--- config.mk ---
export PLATFORM = sky130hd
export DESIGN_NAME = strobe_tagger_n
export DESIGN_NICKNAME = d
export VERILOG_FILES = /design/src/rtl/strobe_tagger_n.sv
export SDC_FILE = /design/constraint.sdc
export NUM_CORES = 1
export LEC_CHECK = 0
export CAP_MARGIN = 10
export CORE_MARGIN = 2
export CORE_UTILIZATION = 65
export CTS_BUF_LIST = sky130_fd_sc_hd__clkbuf_2
export DETAILED_ROUTE_END_ITERATION = 8
export DONT_BUFFER_PORTS = 1
export PLACE_DENSITY = 0.91
export SLEW_MARGIN = 20
export SYNTH_ARGS = -nofsm -noshare
export SYNTH_HDL_FRONTEND = slang
export SYNTH_SLANG_ARGS = --single-unit
export TNS_END_PERCENT = 50
--- constraint.sdc ---
create_clock -name clk -period 8.3 [get_ports clk]
set_clock_uncertainty 0.05 [all_clocks]
set_input_delay 1.245 -clock clk [delete_from_list [all_inputs] [get_ports clk]]
set_output_delay 1.245 -clock clk [all_outputs]
set_load 0.02 [all_outputs]
--- src/rtl/strobe_tagger_n.sv ---
// Multi-channel strobe timestamper: synchronises strobe inputs, tags rising edges
// and timer wraps with a free-running timestamp, and queues the records in a FIFO.
module strobe_tagger_n #(
   parameter int N_CH    = 4,
   parameter int TIME_W  = 36,
   parameter int FIFO_AW = 4
) (
   input  logic                   clk,
   input  logic                   reset_n,
   input  logic [N_CH-1:0]        strobe_in,
   input  logic [N_CH-1:0]        chan_enable,
   input  logic                   capture_operate,
   input  logic                   counter_reset,
   output logic [N_CH+TIME_W:0]   record_data,
   output logic                   record_valid,
   input  logic                   record_ready,
   output logic [TIME_W-1:0]      timer,
   output logic [15:0]            lost_count,
   output logic [FIFO_AW:0]       fifo_level
);

   localparam int REC_W = 1 + N_CH + TIME_W;
   localparam int DEPTH = 1 << FIFO_AW;

   localparam logic [TIME_W-1:0]  TIME_ONE = TIME_W'(1);
   localparam logic [TIME_W-1:0]  TIME_MAX = '1;
   localparam logic [FIFO_AW:0]   LVL_ONE  = (FIFO_AW+1)'(1);
   localparam logic [FIFO_AW:0]   LVL_FULL = (FIFO_AW+1)'(DEPTH);
   localparam logic [FIFO_AW-1:0] PTR_ONE  = FIFO_AW'(1);

   logic [N_CH-1:0]    r_s1, r_s2, r_s3;
   logic [1:0]         r_arm;
   logic [TIME_W-1:0]  r_timer;
   logic               r_wrap;
   logic               r_rec_vld;
   logic [REC_W-1:0]   r_rec_data;
   logic               r_wr_en;
   logic [REC_W-1:0]   r_wr_data;
   logic [REC_W-1:0]   r_mem [DEPTH];
   logic [FIFO_AW-1:0] r_wr_ptr, r_rd_ptr;
   logic [FIFO_AW:0]   r_count;
   logic [15:0]        r_lost;

   logic               w_armed;
   logic [N_CH-1:0]    w_edge;
   logic [N_CH-1:0]    w_mask;
   logic               w_rec_req;
   logic               w_empty, w_full;
   logic               w_push, w_pop, w_drop;

   // Edge detection stays disarmed until s3 holds real history, so a strobe
   // that is already high when reset releases is not mistaken for an edge.
   always_ff @(posedge clk) begin
      // NOTE: non-blocking assignments keep the s1->s2->s3 chain a true shift
      // register; blocking ones would collapse it into a single flop.
      if (!reset_n) begin
         r_s1  <= '0;
         r_s2  <= '0;
         r_s3  <= '0;
         r_arm <= '0;
      end else begin
         r_s1 <= strobe_in;
         r_s2 <= r_s1;
         r_s3 <= r_s2;
         if (r_arm != 2'd3) r_arm <= r_arm + 2'd1;
      end
   end

   assign w_armed   = (r_arm == 2'd3);
   assign w_edge    = r_s2 & ~r_s3 & {N_CH{w_armed}};
   assign w_mask    = w_edge & chan_enable;
   assign w_rec_req = capture_operate & ((|w_mask) | r_wrap);

   // r_wrap marks only the cycle whose zero came from rolling over.
   always_ff @(posedge clk) begin
      if (!reset_n || counter_reset) begin
         r_timer <= '0;
         r_wrap  <= 1'b0;
      end else if (capture_operate) begin
         r_timer <= r_timer + TIME_ONE;
         r_wrap  <= (r_timer == TIME_MAX);
      end else begin
         r_wrap  <= 1'b0;
      end
   end

   // Record is formed in the detection cycle, then registered once more
   // ahead of the FIFO write port.
   always_ff @(posedge clk) begin
      if (!reset_n) begin
         r_rec_vld  <= 1'b0;
         r_rec_data <= '0;
         r_wr_en    <= 1'b0;
         r_wr_data  <= '0;
      end else begin
         r_rec_vld  <= w_rec_req;
         r_rec_data <= {r_wrap, w_mask, r_timer};
         r_wr_en    <= r_rec_vld;
         r_wr_data  <= r_rec_data;
      end
   end

   assign w_empty = (r_count == '0);
   assign w_full  = (r_count == LVL_FULL);
   assign w_pop   = !w_empty && record_ready;
   assign w_push  = r_wr_en && !w_full;
   assign w_drop  = r_wr_en && w_full;

   // NOTE: the storage array has no reset; emptiness is tracked by r_count and
   // the output is forced to zero while empty.
   always_ff @(posedge clk) begin
      if (w_push) r_mem[r_wr_ptr] <= r_wr_data;
   end

   always_ff @(posedge clk) begin
      if (!reset_n) begin
         r_wr_ptr <= '0;
         r_rd_ptr <= '0;
         r_count  <= '0;
      end else begin
         if (w_push) r_wr_ptr <= r_wr_ptr + PTR_ONE;
         if (w_pop)  r_rd_ptr <= r_rd_ptr + PTR_ONE;
         case ({w_push, w_pop})
            2'b10:   r_count <= r_count + LVL_ONE;
            2'b01:   r_count <= r_count - LVL_ONE;
            default: r_count <= r_count;
         endcase
      end
   end

   // A write into a full FIFO is lost even if the head pops in the same cycle.
   always_ff @(posedge clk) begin
      if (!reset_n || counter_reset) begin
         r_lost <= '0;
      end else if (w_drop && (r_lost != 16'hFFFF)) begin
         r_lost <= r_lost + 16'd1;
      end
   end

   assign record_valid = !w_empty;
   assign record_data  = w_empty ? '0 : r_mem[r_rd_ptr];
   assign timer        = r_timer;
   assign lost_count   = r_lost;
   assign fifo_level   = r_count;

endmodule

Word-level counts from Yosys, hierarchy flattened
Memories as Yosys holds them, arrays and structs flattened. A register that Yosys moved wholly into a read port is not among the register bits.
Index checks and enable logic that the tools add are counted.
{"block": "word_totals", "reg_bits": 164, "ram_bits": 656, "output_inout_bits": 99, "wordCells": 54, "n_memories": 1}
{"memory": "r_mem", "depth": 16, "width": 41, "read_ports": 1, "rd_clocked_by_memory_dff": 1, "wr": 1, "line_no": "39", "text": "logic [REC_W-1:0] r_mem [DEPTH];"}
{"block": "classes", "n_addsub": 7, "eq_ne": 7, "n_mux": 6, "bitwise_logic": 7, "n_reduce_logical": 12}
{"operator": "$mux 41", "count": 1}
{"operator": "$add 36x1->36 const B", "count": 1}
{"operator": "$eq 36x36->1 const B", "count": 1}
{"operator": "$add 16x1->16 const B", "count": 1}
{"operator": "$ne 16x16->1 const B", "count": 1}
{"operator": "$and 4x4->4", "count": 3}
{"operator": "$pmux 5 s2", "count": 1}
{"operator": "$add 4x1->4 const B", "count": 2}
{"operator": "$mux 4", "count": 2}
{"operator": "$add 5x1->5 const B", "count": 1}
{"operator": "$eq 5x5->1 const B", "count": 1}
{"operator": "$logic_not 5->1", "count": 1}
{"operator": "$sub 5x1->5 const B", "count": 1}
{"operator": "$eq 2x2->1 const B", "count": 2}
{"operator": "$logic_and 1x1->1", "count": 4}
{"operator": "$not 4->4", "count": 1}
{"operator": "$reduce_or 4->1", "count": 1}
{"operator": "$logic_not 1->1", "count": 3}
{"operator": "$add 2x1->2 const B", "count": 1}
{"operator": "$eq 2x1->1 const B", "count": 1}
{"operator": "$mux 1", "count": 2}
{"operator": "$ne 2x2->1 const B", "count": 1}
{"operator": "$reduce_bool 2->1", "count": 1}
{"operator": "$reduce_or 2->1", "count": 1}
{"operator": "other kinds (4)", "count": 4}

Logic depth before layout (Yosys ltp)
{"block": "logic_depth", "ltp_word": 7, "mapped_depth": 13, "ltp_nobuf": 11}

Least setup slack after synthesis
OpenSTA, ideal clock, no wires.
{"block": "synth_timing", "path_type": "reg-to-reg", "startpoint": "register r_count[1], in the netlist fifo_level[1]", "endpoint": "memory r_mem[3][0] (netlist bit) (enable)", "arrival_time_ns": 4.337, "required_time_ns": 7.760, "slack_ns": 3.423, "path_stages_with_launch": 6, "path_buffers": 1, "period_less_slack_ns": 4.877, "cell_sequence": "dfxtp_1 clkbuf_1 nor4_4 a21boi_1 nand2_1 nor3_1"}
{"block": "synth_via", "elab_chain_cells": 5}
{"element": "from (decl)", "line_no": "41", "text": "logic [FIFO_AW:0] r_count;"}
{"element": "from (signal assigned)", "line_no": "124", "text": "2'b10: r_count <= r_count + LVL_ONE;"}
{"element": "from (signal assigned)", "line_no": "125", "text": "2'b01: r_count <= r_count - LVL_ONE;"}
{"element": "from (signal assigned)", "line_no": "126", "text": "default: r_count <= r_count;"}
{"element": "$eq 5x5->1", "line_no": "104", "text": "assign w_full = (r_count == LVL_FULL);"}
{"element": "$logic_not 1->1", "line_no": "106", "text": "assign w_push = r_wr_en && !w_full;"}
{"element": "$logic_and 1x1->1", "line_no": "106"}
{"element": "$mux 1", "line_no": "112", "text": "if (w_push) r_mem[r_wr_ptr] <= r_wr_data;"}
{"element": "$mux 1 (not written as such)", "line_no": "112"}
{"element": "to (decl)", "line_no": "39"}
Every way passes these cells.

==> impl_metrics.ini <==
[synth]
synthDistinctLibCells = 48
synth_top_area_cell = edfxtp_1
synth_edf_count = 656
yosysSeqAreaShare_pct = 74.7
synth_most_common_cell = edfxtp_1
syn_inst = 1623
syn_area_sq_um = 30900
async_flop_share_pct = 0
synth_area_leaders = edfxtp_1 64%, mux4_2 12%, dfxtp_1 11%, mux2i_1 2.9%, and2_1 2.1%
synth.top_cell.area_share_pct = 63.8
synth.avg_cell_area_sq_um = 19.0
yosysWarnings = 0
synth_commonest_cells = 656 x edfxtp_1, 168 x dfxtp_1, 164 x mux4_2
ys_ff_latch = 824
synth_ff_type = edfxtp_1
synth_nets = 1646

[route]
routed_wl_um = 69600
dr_wl_met2_um = 34400
drc = 0
firstDrtPassIters = 5
met1_length_um = 24600
wl_met3_um = 8070
routedWlPerCell_um = 27.4
vias = 16400
top_layer_used = met4
viasPerCell = 6.45
drt-initial-drc-count = 2257
ant_nets = 0

[setup_path]
start_kind = flip-flop
cp.arrival_ns = 4.23
critical_path_class = reg -> out
cp-end-kind = output port
required_ns = 7.01
cp_max_fo = 42

[power]
intPower_mw = 6.02
p_per_area_nw_per_um2 = 252
peakVddDrop_uv = 266
p_seq_share_pct = 53.7
swShare_pct = 28.7
p_leak_nw = 10.7
clockPowerShare_pct = 29.6
comb_power_share_pct = 16.7
switching_power_mw = 2.43

[global_routing]
groute.usage.overall_pct = 29.0
grt_pass1_vias = 17200
grt_pass1_wl_um = 103000
grt_antenna_before_repair = 7
globalRoute.totalOverflow = 0
grt_start_max_net_pins = 112

[floorplan]
die_h_um = 222
rows = 79
io_pins = 112
core_area_sq_um = 46800
die_w_um = 222
die-area_sq_um = 49200
initial_core_util_pct = 66.0

[sta]
fmax_ghz = 0.181
setup_viol = 0
final.min_clock_period_ns = 5.52
rsz0062_at_grt = no
period_share_pct = 66.5
slew_viol_final = 0
relSlewSlack_pct = 27.7
tns_ns = 0
hold_viol = 0
worstMarginPinSlew_ns = 1.08

[clock_tree]
htree_num_levels = 4
clk_path_buf_depth = 3
cts_tree = done
cts_buffers = 188
clk_latency_ns = 1.33
cts_sinks = 824
clk_pin_slew_ns = 0.12
cts_root_buf = clkbuf_2

[hold_path]
holdCritPathClass = in -> reg

[cells_and_area]
fillers = 2658
design_area_sq_um = 33500
multi_input_area_sq_um = 7550
layout.nets = 1789
area_growth_pct = 8.47
drive_above_1_share_pct = 26.7
regArea_sq_um = 23100

[placed_design]
place_hpwl_um = 36100
port_buffers = 0
place.gp.congestion = 0.801
post_dp_cell_area_sq_um = 31600

[outcome]
status = finished, final reports clean

[run]
cap_violations = 0
[per-stage QoR]
step	worst slack (ns)	cells	power [mW]	utilization, %	hold slack [ns]
final	2.78	2540	8.45	71.6	0.132
after floorplan	3.42	1623	5.75	-	0.362
after global placement	4.15	2173	5.97	67.6	0.365
after global routing	2.45	2537	8.78	71.6	0.0312
after detailed placement	4.11	2173	6.03	67.6	0.370
after CTS	2.55	2535	8.50	71.6	0.00401
[registers in the layout, indices dropped and copies added, names as in the netlist, 4 cells and up, named ones only]
register	flops
r_s2	4
lost_count	16
r_mem	656
r_s1	4
fifo_level	5
r_wr_data	41
timer	36
r_rd_ptr	4
r_rec_data	41
r_s3	4
r_wr_ptr	4
[worst max-delay path, cell delays in order, from the launching register on]
cell and delay [ns]:
dfxtp_4 0.92, buf_4 0.77, mux4_2 0.41, mux2i_1 0.08, o22ai_1 0.66
[cells by family (layout without fill, tap and decap cells)]
group / count (synthesis) / count (layout) / synth area share (%)
muxes: 254 / 254 / 14.9
adders and majority gates: 10 / 10 / 0.405
xor gates and xnor gates: 46 / 46 / 1.31
AOI/OAI and AO/OA: 84 / 84 / 1.62
DFF: 824 / 824 / 74.7
buffers and inverters: 90 / 395 / 1.20
other: 0 / 5 / 0
and+or+nand+nor: 315 / 315 / 5.87
[layout by cell type (no fill, tap or decap), types with 6 or more instances in the layout]
cell	synthesis	routed
mux2i_1	90	90
nor2b_1	9	9
nand2_1	28	27
and3_1	10	10
clkinv_1	0	62
a21oi_1	16	16
clkinv_2	0	15
xor2_1	21	21
nor3_2	2	6
nand2b_1	8	6
nand4_1	18	18
mux4_2	164	164
nor3_1	13	9
dlygate4sd3_1	0	9
xnor2_1	25	25
nor2_4	0	12
ha_1	10	10
inv_2	0	6
inv_1	9	9
and2_1	104	104
dfxtp_1	168	165
or3_1	14	14
o22ai_1	41	41
nor2_1	62	50
nand3_1	20	20
and4_1	6	6
o21ai_0	16	16
edfxtp_1	656	656
buf_4	0	23
clkbuf_2	0	262
[layer usage]
layer | GRT usage, % | vias up
met1 | 36.7 | 8262
met4 | 12.9 | 0
met3 | 9.30 | 187
met5 | 0 | -
li1 | - | 6839
met2 | 46.7 | 1107
[area by class of cell]
cell class / instances / share of cell area (%)
Clock buffer: 262 / 3.92
Sequential cell: 824 / 68.9
Clock inverter: 90 / 1.28
Tap cell: 607 / 2.27
Timing Repair Buffer: 34 / 0.927
Multi-Input combinational cell: 709 / 22.6
Inverter: 9 / 0.101
Antenna cell: 5 / 0.0374
[power groups by stage]
stage	Clock, mW	Sequential, mW	Combinational (mW)
3_5_place_dp	0	4.63	1.40
4_1_cts	2.54	4.54	1.42
6_report	2.50	4.54	1.41
3_3_place_gp	0	4.63	1.34
5_1_grt	2.73	4.55	1.50
2_1_floorplan	0	4.53	1.22
[repair_timing]
item | CTS | global route
hold buffers | 10 | 0
endpoints found under the hold margin | 117 | 0
setup buffers | 0 | 0
gates resized for setup | 0 | 0
[worst paths after layout]
path | from | to | slack [ns] | depth (start not counted)
worst max-delay path | flip-flop | record_data[32] | 2.78 | 4
worst min-delay path | reset_n | fifo_level[3]$_SDFFE_PN0P_ | 0.13 | 4
worst max register to register | fifo_level[2]$_SDFFE_PN0P_ | r_mem[11][8]$_DFFE_PP_ | 5.01 | 6
worst min register to register | r_s1[1]$_SDFF_PN0_ | r_s2[1]$_SDFF_PN0_ | 0.39 | 1
Note: power is estimated with default switching activity, not from simulation.
